--- config.mk ---
export PLATFORM = sky130hd
export DESIGN_NAME = ccu_timed
export DESIGN_NICKNAME = d
export VERILOG_FILES = /design/src/rtl/ccu_timed.sv
export SDC_FILE = /design/constraint.sdc
export NUM_CORES = 1
export LEC_CHECK = 0
export CAP_MARGIN = 10
export CORE_MARGIN = 2
export CORE_UTILIZATION = 30
export CTS_CLUSTER_DIAMETER = 120
export DETAILED_ROUTE_END_ITERATION = 16
export PLACE_DENSITY_LB_ADDON = 0.2
export SLEW_MARGIN = 25
export SYNTH_ARGS = -nofsm -noshare
export SYNTH_HDL_FRONTEND = slang
export SYNTH_SLANG_ARGS = --single-unit
--- constraint.sdc ---
create_clock -name clk_i -period 3.4 [get_ports clk_i]
set_clock_uncertainty 0.1 [all_clocks]
set_input_delay 0.34 -clock clk_i [delete_from_list [all_inputs] [get_ports clk_i]]
set_output_delay 0.34 -clock clk_i [all_outputs]
set_load 0.005 [all_outputs]
--- src/rtl/ccu_timed.sv ---
// ccu_timed: pedestrian-crossing control unit with a built-in phase timer.
//
// Cycles walk -> caution -> hand using tick-based durations set by
// parameters. A prescaler divides the clock into timer ticks. A latched
// pedestrian request can gate the exit from hand (REQ_MODE=1). While fault
// is high the unit flashes the orange lamp.
//
// Ports:
//   clk_i          clock, all state on posedge
//   reset_i        synchronous, active-high reset
//   req_i          pedestrian request, sampled every edge
//   fault_i        level fault input, forces flash mode while high
//   green_walk_o   walk lamp
//   orange_walk_o  caution / flash lamp
//   red_hand_o     hand lamp
//   phase_o        0 walk, 1 caution, 2 hand, 3 flash
//   tr_o           high for the first cycle of every phase entry
//   remaining_o    ticks left in the phase or the flash half-period
//   req_pending_o  latched pedestrian request
//
// Every output comes straight from a register, so all outputs change on the
// same edge as phase_o.
module ccu_timed #(
  parameter int unsigned TICK_DIV   = 4,
  parameter int unsigned CNT_W      = 8,
  parameter int unsigned T_WALK     = 6,
  parameter int unsigned T_CAUTION  = 3,
  parameter int unsigned T_HAND     = 8,
  parameter int unsigned FLASH_HALF = 2,
  parameter int unsigned REQ_MODE   = 1
) (
  input  logic             clk_i,
  input  logic             reset_i,
  input  logic             req_i,
  input  logic             fault_i,
  output logic             green_walk_o,
  output logic             orange_walk_o,
  output logic             red_hand_o,
  output logic [1:0]       phase_o,
  output logic             tr_o,
  output logic [CNT_W-1:0] remaining_o,
  output logic             req_pending_o
);

  // A prescaler of at least one bit keeps TICK_DIV=1 legal. The tick then
  // fires on every cycle.
  localparam int unsigned PreW = (TICK_DIV > 1) ? $clog2(TICK_DIV) : 1;
  localparam logic [PreW-1:0] PreMax = PreW'(TICK_DIV - 1);

  localparam logic [CNT_W-1:0] DurWalk    = CNT_W'(T_WALK);
  localparam logic [CNT_W-1:0] DurCaution = CNT_W'(T_CAUTION);
  localparam logic [CNT_W-1:0] DurHand    = CNT_W'(T_HAND);
  localparam logic [CNT_W-1:0] DurFlash   = CNT_W'(FLASH_HALF);
  localparam logic [CNT_W-1:0] CntOne     = CNT_W'(1);

  localparam bit ReqGate = (REQ_MODE != 0);

  typedef enum logic [1:0] {
    StWalk    = 2'd0,
    StCaution = 2'd1,
    StHand    = 2'd2,
    StFlash   = 2'd3
  } phase_e;

  phase_e           phase_q, phase_d;
  logic [PreW-1:0]  pre_q, pre_d;
  logic [CNT_W-1:0] rem_q, rem_d;
  logic             tr_q, tr_d;
  logic             pend_q, pend_d;
  logic             green_q, green_d;
  logic             orange_q, orange_d;
  logic             red_q, red_d;

  logic             tick;
  logic             rem_one;
  logic             rem_le_one;
  logic             do_entry;
  phase_e           entry;

  assign tick       = (pre_q == PreMax);
  assign rem_one    = (rem_q == CntOne);
  assign rem_le_one = (rem_q <= CntOne);

  // Transition decision. do_entry/entry name the phase being entered; the
  // entry side effects (timer load, tr pulse, lamps, prescaler clear) are
  // applied in one place below so every phase entry behaves identically.
  always_comb begin
    do_entry = 1'b0;
    entry    = StWalk;

    phase_d  = phase_q;
    pre_d    = tick ? '0 : pre_q + PreW'(1);
    rem_d    = rem_q;
    tr_d     = 1'b0;
    green_d  = green_q;
    orange_d = orange_q;
    red_d    = red_q;
    // Requests only latch while the hand phase is upcoming or active.
    pend_d   = pend_q | (req_i & ((phase_q == StCaution) | (phase_q == StHand)));

    if (fault_i && (phase_q != StFlash)) begin
      do_entry = 1'b1;
      entry    = StFlash;
    end else begin
      unique case (phase_q)
        StFlash: begin
          if (!fault_i) begin
            do_entry = 1'b1;
            entry    = StHand;
          end else if (tick) begin
            if (rem_one) begin
              // Half-period reload: toggles orange without a tr pulse.
              orange_d = ~orange_q;
              rem_d    = DurFlash;
              pre_d    = '0;
            end else begin
              rem_d = rem_q - CntOne;
            end
          end
        end

        StWalk: begin
          if (tick) begin
            if (rem_one) begin
              do_entry = 1'b1;
              entry    = StCaution;
            end else begin
              rem_d = rem_q - CntOne;
            end
          end
        end

        StCaution: begin
          if (tick) begin
            if (rem_one) begin
              do_entry = 1'b1;
              entry    = StHand;
            end else begin
              rem_d = rem_q - CntOne;
            end
          end
        end

        StHand: begin
          if (tick) begin
            if (ReqGate) begin
              // Uses the request latched before this edge; a request set
              // on this same tick waits for the next one.
              if (rem_le_one && pend_q) begin
                do_entry = 1'b1;
                entry    = StWalk;
              end else if (rem_le_one) begin
                // Expired with no request: park at zero and hold.
                rem_d = '0;
              end else begin
                rem_d = rem_q - CntOne;
              end
            end else begin
              if (rem_one) begin
                do_entry = 1'b1;
                entry    = StWalk;
              end else begin
                rem_d = rem_q - CntOne;
              end
            end
          end
        end

        default: ;
      endcase
    end

    if (do_entry) begin
      phase_d = entry;
      tr_d    = 1'b1;
      pre_d   = '0;
      unique case (entry)
        StWalk: begin
          rem_d    = DurWalk;
          green_d  = 1'b1;
          orange_d = 1'b0;
          red_d    = 1'b0;
          // Entering walk discards any request, including one on this edge.
          pend_d   = 1'b0;
        end
        StCaution: begin
          rem_d    = DurCaution;
          green_d  = 1'b0;
          orange_d = 1'b1;
          red_d    = 1'b0;
        end
        StHand: begin
          rem_d    = DurHand;
          green_d  = 1'b0;
          orange_d = 1'b0;
          red_d    = 1'b1;
        end
        StFlash: begin
          rem_d    = DurFlash;
          green_d  = 1'b0;
          orange_d = 1'b1;
          red_d    = 1'b0;
          pend_d   = 1'b0;
        end
        default: ;
      endcase
    end
  end

  // Single state register for the whole controller. Reset wins over fault
  // and req.
  always_ff @(posedge clk_i) begin
    if (reset_i) begin
      phase_q  <= StWalk;
      pre_q    <= '0;
      rem_q    <= DurWalk;
      tr_q     <= 1'b1;
      pend_q   <= 1'b0;
      green_q  <= 1'b1;
      orange_q <= 1'b0;
      red_q    <= 1'b0;
    end else begin
      phase_q  <= phase_d;
      pre_q    <= pre_d;
      rem_q    <= rem_d;
      tr_q     <= tr_d;
      pend_q   <= pend_d;
      green_q  <= green_d;
      orange_q <= orange_d;
      red_q    <= red_d;
    end
  end

  assign green_walk_o  = green_q;
  assign orange_walk_o = orange_q;
  assign red_hand_o    = red_q;
  assign phase_o       = phase_q;
  assign tr_o          = tr_q;
  assign remaining_o   = rem_q;
  assign req_pending_o = pend_q;

endmodule

==> metrics.txt <==
total congestion overflow=0; Switch Pwr=~160 uW; final setup margin=0.896 ns; Mapped Nets=between 100 and 150; synthesized instance count=approximately 130; GP Congestion=0.785; Post-route DRC=0; TritonCTS Sinks=17; CP Capture Type=register; dpl hpwl=2060 um; Die ar.=roughly 4400 um^2; Post-Syn Area per Cell=between 8 and 9 um^2; post-layout minimum cycle time=2.50 ns; # rows=22; Reg clk slew, reported paths=0.07 ns; reg2reg start=remaining_o[0]; grt met3 use=0.0239; DRT Pass-1 Iters=3; setup TNS=0 ns; Fin. Hold Viols=0; WHS Path Cells=1; hold-fix buffers at CTS=0; CP max-delay cell=nor2_1; GRT met2 Usage=0.230; Final #Nets=roughly 160; Setup crit start kind=register; commonest non-fill, non-tap cell in the layout=clkdlybuf4s50_1; clock latency on the worst-skew pair=0.26 ns; PwrDens=372 nW/um^2; CP Class=reg2reg; Starting Density=0.316; most common cell type on the critical path=nor2_1; CTS Buf Count=3; global-route wire length before repair=4750 um; synthesized area=between 1000 and 1500 um^2; Buffers on Ports=18; clock power share=0.297; DRT Wirelength=around 2700 um; R2R Path End=remaining_o[0]; Worst IR Drop VDD=between 0.0001 and 0.00015 V; initial antenna violation count=0; post-synth cell types=47; Seq pwr share=0.437; RSZ-0062 raised after global routing=false; drt wl/cell=between 10 and 15 um; most frequent cells in the layout=18 x clkdlybuf4s50_1, 17 x dfxtp_1, 12 x nand2_1, 11 x ha_1; Routed Antenna Nets=0; TritonCTS clock tree=yes; GRT busiest layer=met2; met1 usage=0.178; H-tree levels=1; Leak=~0.00053 uW; Via density=around 5.2; via count=1018; fill count=398; Comb power frac=0.266; number of max-cap violations=0; Die Ht=66.3 um; internal power=about 360 uW; crit-path max cell delay=0.52 ns; share of cells above drive strength 1=0.0743; Non-Filler Instances=a little under 200; post-CTS setup buffer count=0; hold-critical path endpoint=pre_q[0]; outcome=finished clean; Yosys reg bits=17; CTS Buffer Depth=2; area grow syn2layout=20.6%; r2r setup slk=between 0.8 and 0.9 ns; Synth Warn #=0; worst r2r path cells=7; fin util=0.381; Slew @ Worst Pin=between 0.8 and 0.9 ns; Critical Path RT=~3.5 ns; post-synthesis sequential area ratio=0.292; final setup violation count=0; root buf cell=clkbuf_8; maximum number of pins on one net before global-route repair=21; worst path cell trace=inv_1, ha_1, nor2_1, and4b_1, nor2_1, nand3b_1, a311oi_2; fmax=about 400 MHz; I/O Pins=19; worst slack at placement=between 0.8 and 0.9 ns; worst hold path type=reg2reg; Iter 0 DRT Violations=24; vias in the first global route=1036; fin crit share=0.736; Die X=roughly 66 um; Worst slew margin=0.460; Arrival @ worst endpoint=~2.6 ns; n_diodes=0; overall routing resource usage=0.141; post-cts repair resize count=0; CP max FO=10; Switching Fraction=0.314; Pwr Total=523 uW; placed insts=192; core area=3690 um^2; max-slew violations=0; critical hold path startpoint=pre_q[0]
==> logic make-up (layout without fill, tap and decap cells) <==
group | after synthesis | in the layout | share of synthesized area
adders and majority gates | 11 | 11 | 0.118
AOI/OAI and AO/OA | 36 | 36 | 0.237
xor gates and xnor gates | 1 | 1 | 0.00751
DFF | 17 | 17 | 0.292
and+or+nand+nor | 48 | 48 | 0.249
buffers and inverters | 15 | 32 | 0.0708
muxes | 3 | 3 | 0.0258
==> area by class of cell <==
class / instances / area [um^2] / area share
timing repair buffer: 18 / 180 / 0.128
clock buffer: 4 / 45.0 / 0.0320
sequential: 17 / 340 / 0.242
tap: 48 / 60.1 / 0.0427
inverter: 10 / 37.5 / 0.0267
multi-input combinational: 99 / 743 / 0.528
==> layer usage <==
| layer | share of wire | wire length (um) | vias up |
|---|---|---|---|
| met4 | 0.024 | 65 | 0 |
| li1 | - | - | 511 |
| met5 | 0 | 0 | - |
| met1 | 0.49 | 1300 | 490 |
| met2 | 0.47 | 1250 | 11 |
| met3 | 0.018 | 48 | 6 |
==> cell usage after synthesis (all sizes together) <==
library cell	instances	area (um^2)
dfxtp	17	340
nand2	13	56.3
a21oi	11	58.8
ha	11	138
inv	10	37.5
nor2	9	33.8
nor3	6	30.0
o211ai	6	45.0
buf	4	41.3
nand3b	4	30.0
a21boi	3	22.5
mux2i	3	30.0
nor4	3	40.0
o21ai	3	15.0
a21o	2	15.0
a311oi	2	23.8
a31oi	2	12.5
and2	2	12.5
or2	2	12.5
a211o	1	8.76
a211oi	1	7.51
a41o	1	10.0
and3b	1	8.76
and4	1	8.76
and4b	1	10.0
clkbuf	1	3.75
nand4	1	6.26
nand4bb	1	11.3
nor2b	1	6.26
nor3b	1	7.51
o21bai	1	7.51
o2bb2ai	1	15.0
o31ai	1	7.51
o32ai	1	27.5
or3b	1	8.76
or4	1	7.51
xor2	1	8.76
==> sequential cells by signal, summed over array words and instances (netlist names) <==
| register | flops |
|---|---|
| tr_o | 1 |
| req_pending_o | 1 |
| red_hand_o | 1 |
| remaining_o | 8 |
| phase_o | 2 |
| orange_walk_o | 1 |
| pre_q | 2 |
| green_walk_o | 1 |
==> power by group through the flow <==
stage	Combinational, uW	Clock (uW)	Sequential [uW]
2_1_floorplan	103	0	231
3_3_place_gp	139	0	232
3_5_place_dp	140	0	233
4_1_cts	141	159	229
5_1_grt	157	169	232
6_report	139	155	229
==> how the worst max path moves through the flow <==
| stage | startpoint | end | slack (ns) | depth (start not counted) |
|---|---|---|---|---|
| after floorplan | remaining_o[0] | remaining_o[0] | 1.24 | 7 |
| after global placement | fault_i | remaining_o[4] | 0.89 | 6 |
| after detailed placement | fault_i | remaining_o[7] | 0.89 | 6 |
| after CTS | remaining_o[0] | remaining_o[0] | 0.91 | 7 |
| after global routing | phase_o[1] | remaining_o[5] | 0.67 | 6 |
| final | remaining_o[0] | remaining_o[0] | 0.90 | 7 |
==> through the flow <==
stage	area, um^2	hold slack [ns]
4_1_cts	1410	0.337
6_report	1410	0.333
5_1_grt	1410	0.374
2_1_floorplan	1170	0.304
3_5_place_dp	1360	0.327
3_3_place_gp	1360	0.311
==> critical path, delay by kind of cell, from the launching register on <==
| kind | cells | cell delay, ns |
|---|---|---|
| AOI/OAI and AO/OA | 1 | 0.27 |
| buffers and inverters | 1 | 0.11 |
| DFF | 1 | 0.46 |
| and+or+nand+nor | 4 | 1.22 |
| adders and majority gates | 1 | 0.25 |
No activity file was read; power rests on OpenSTA's default activity.
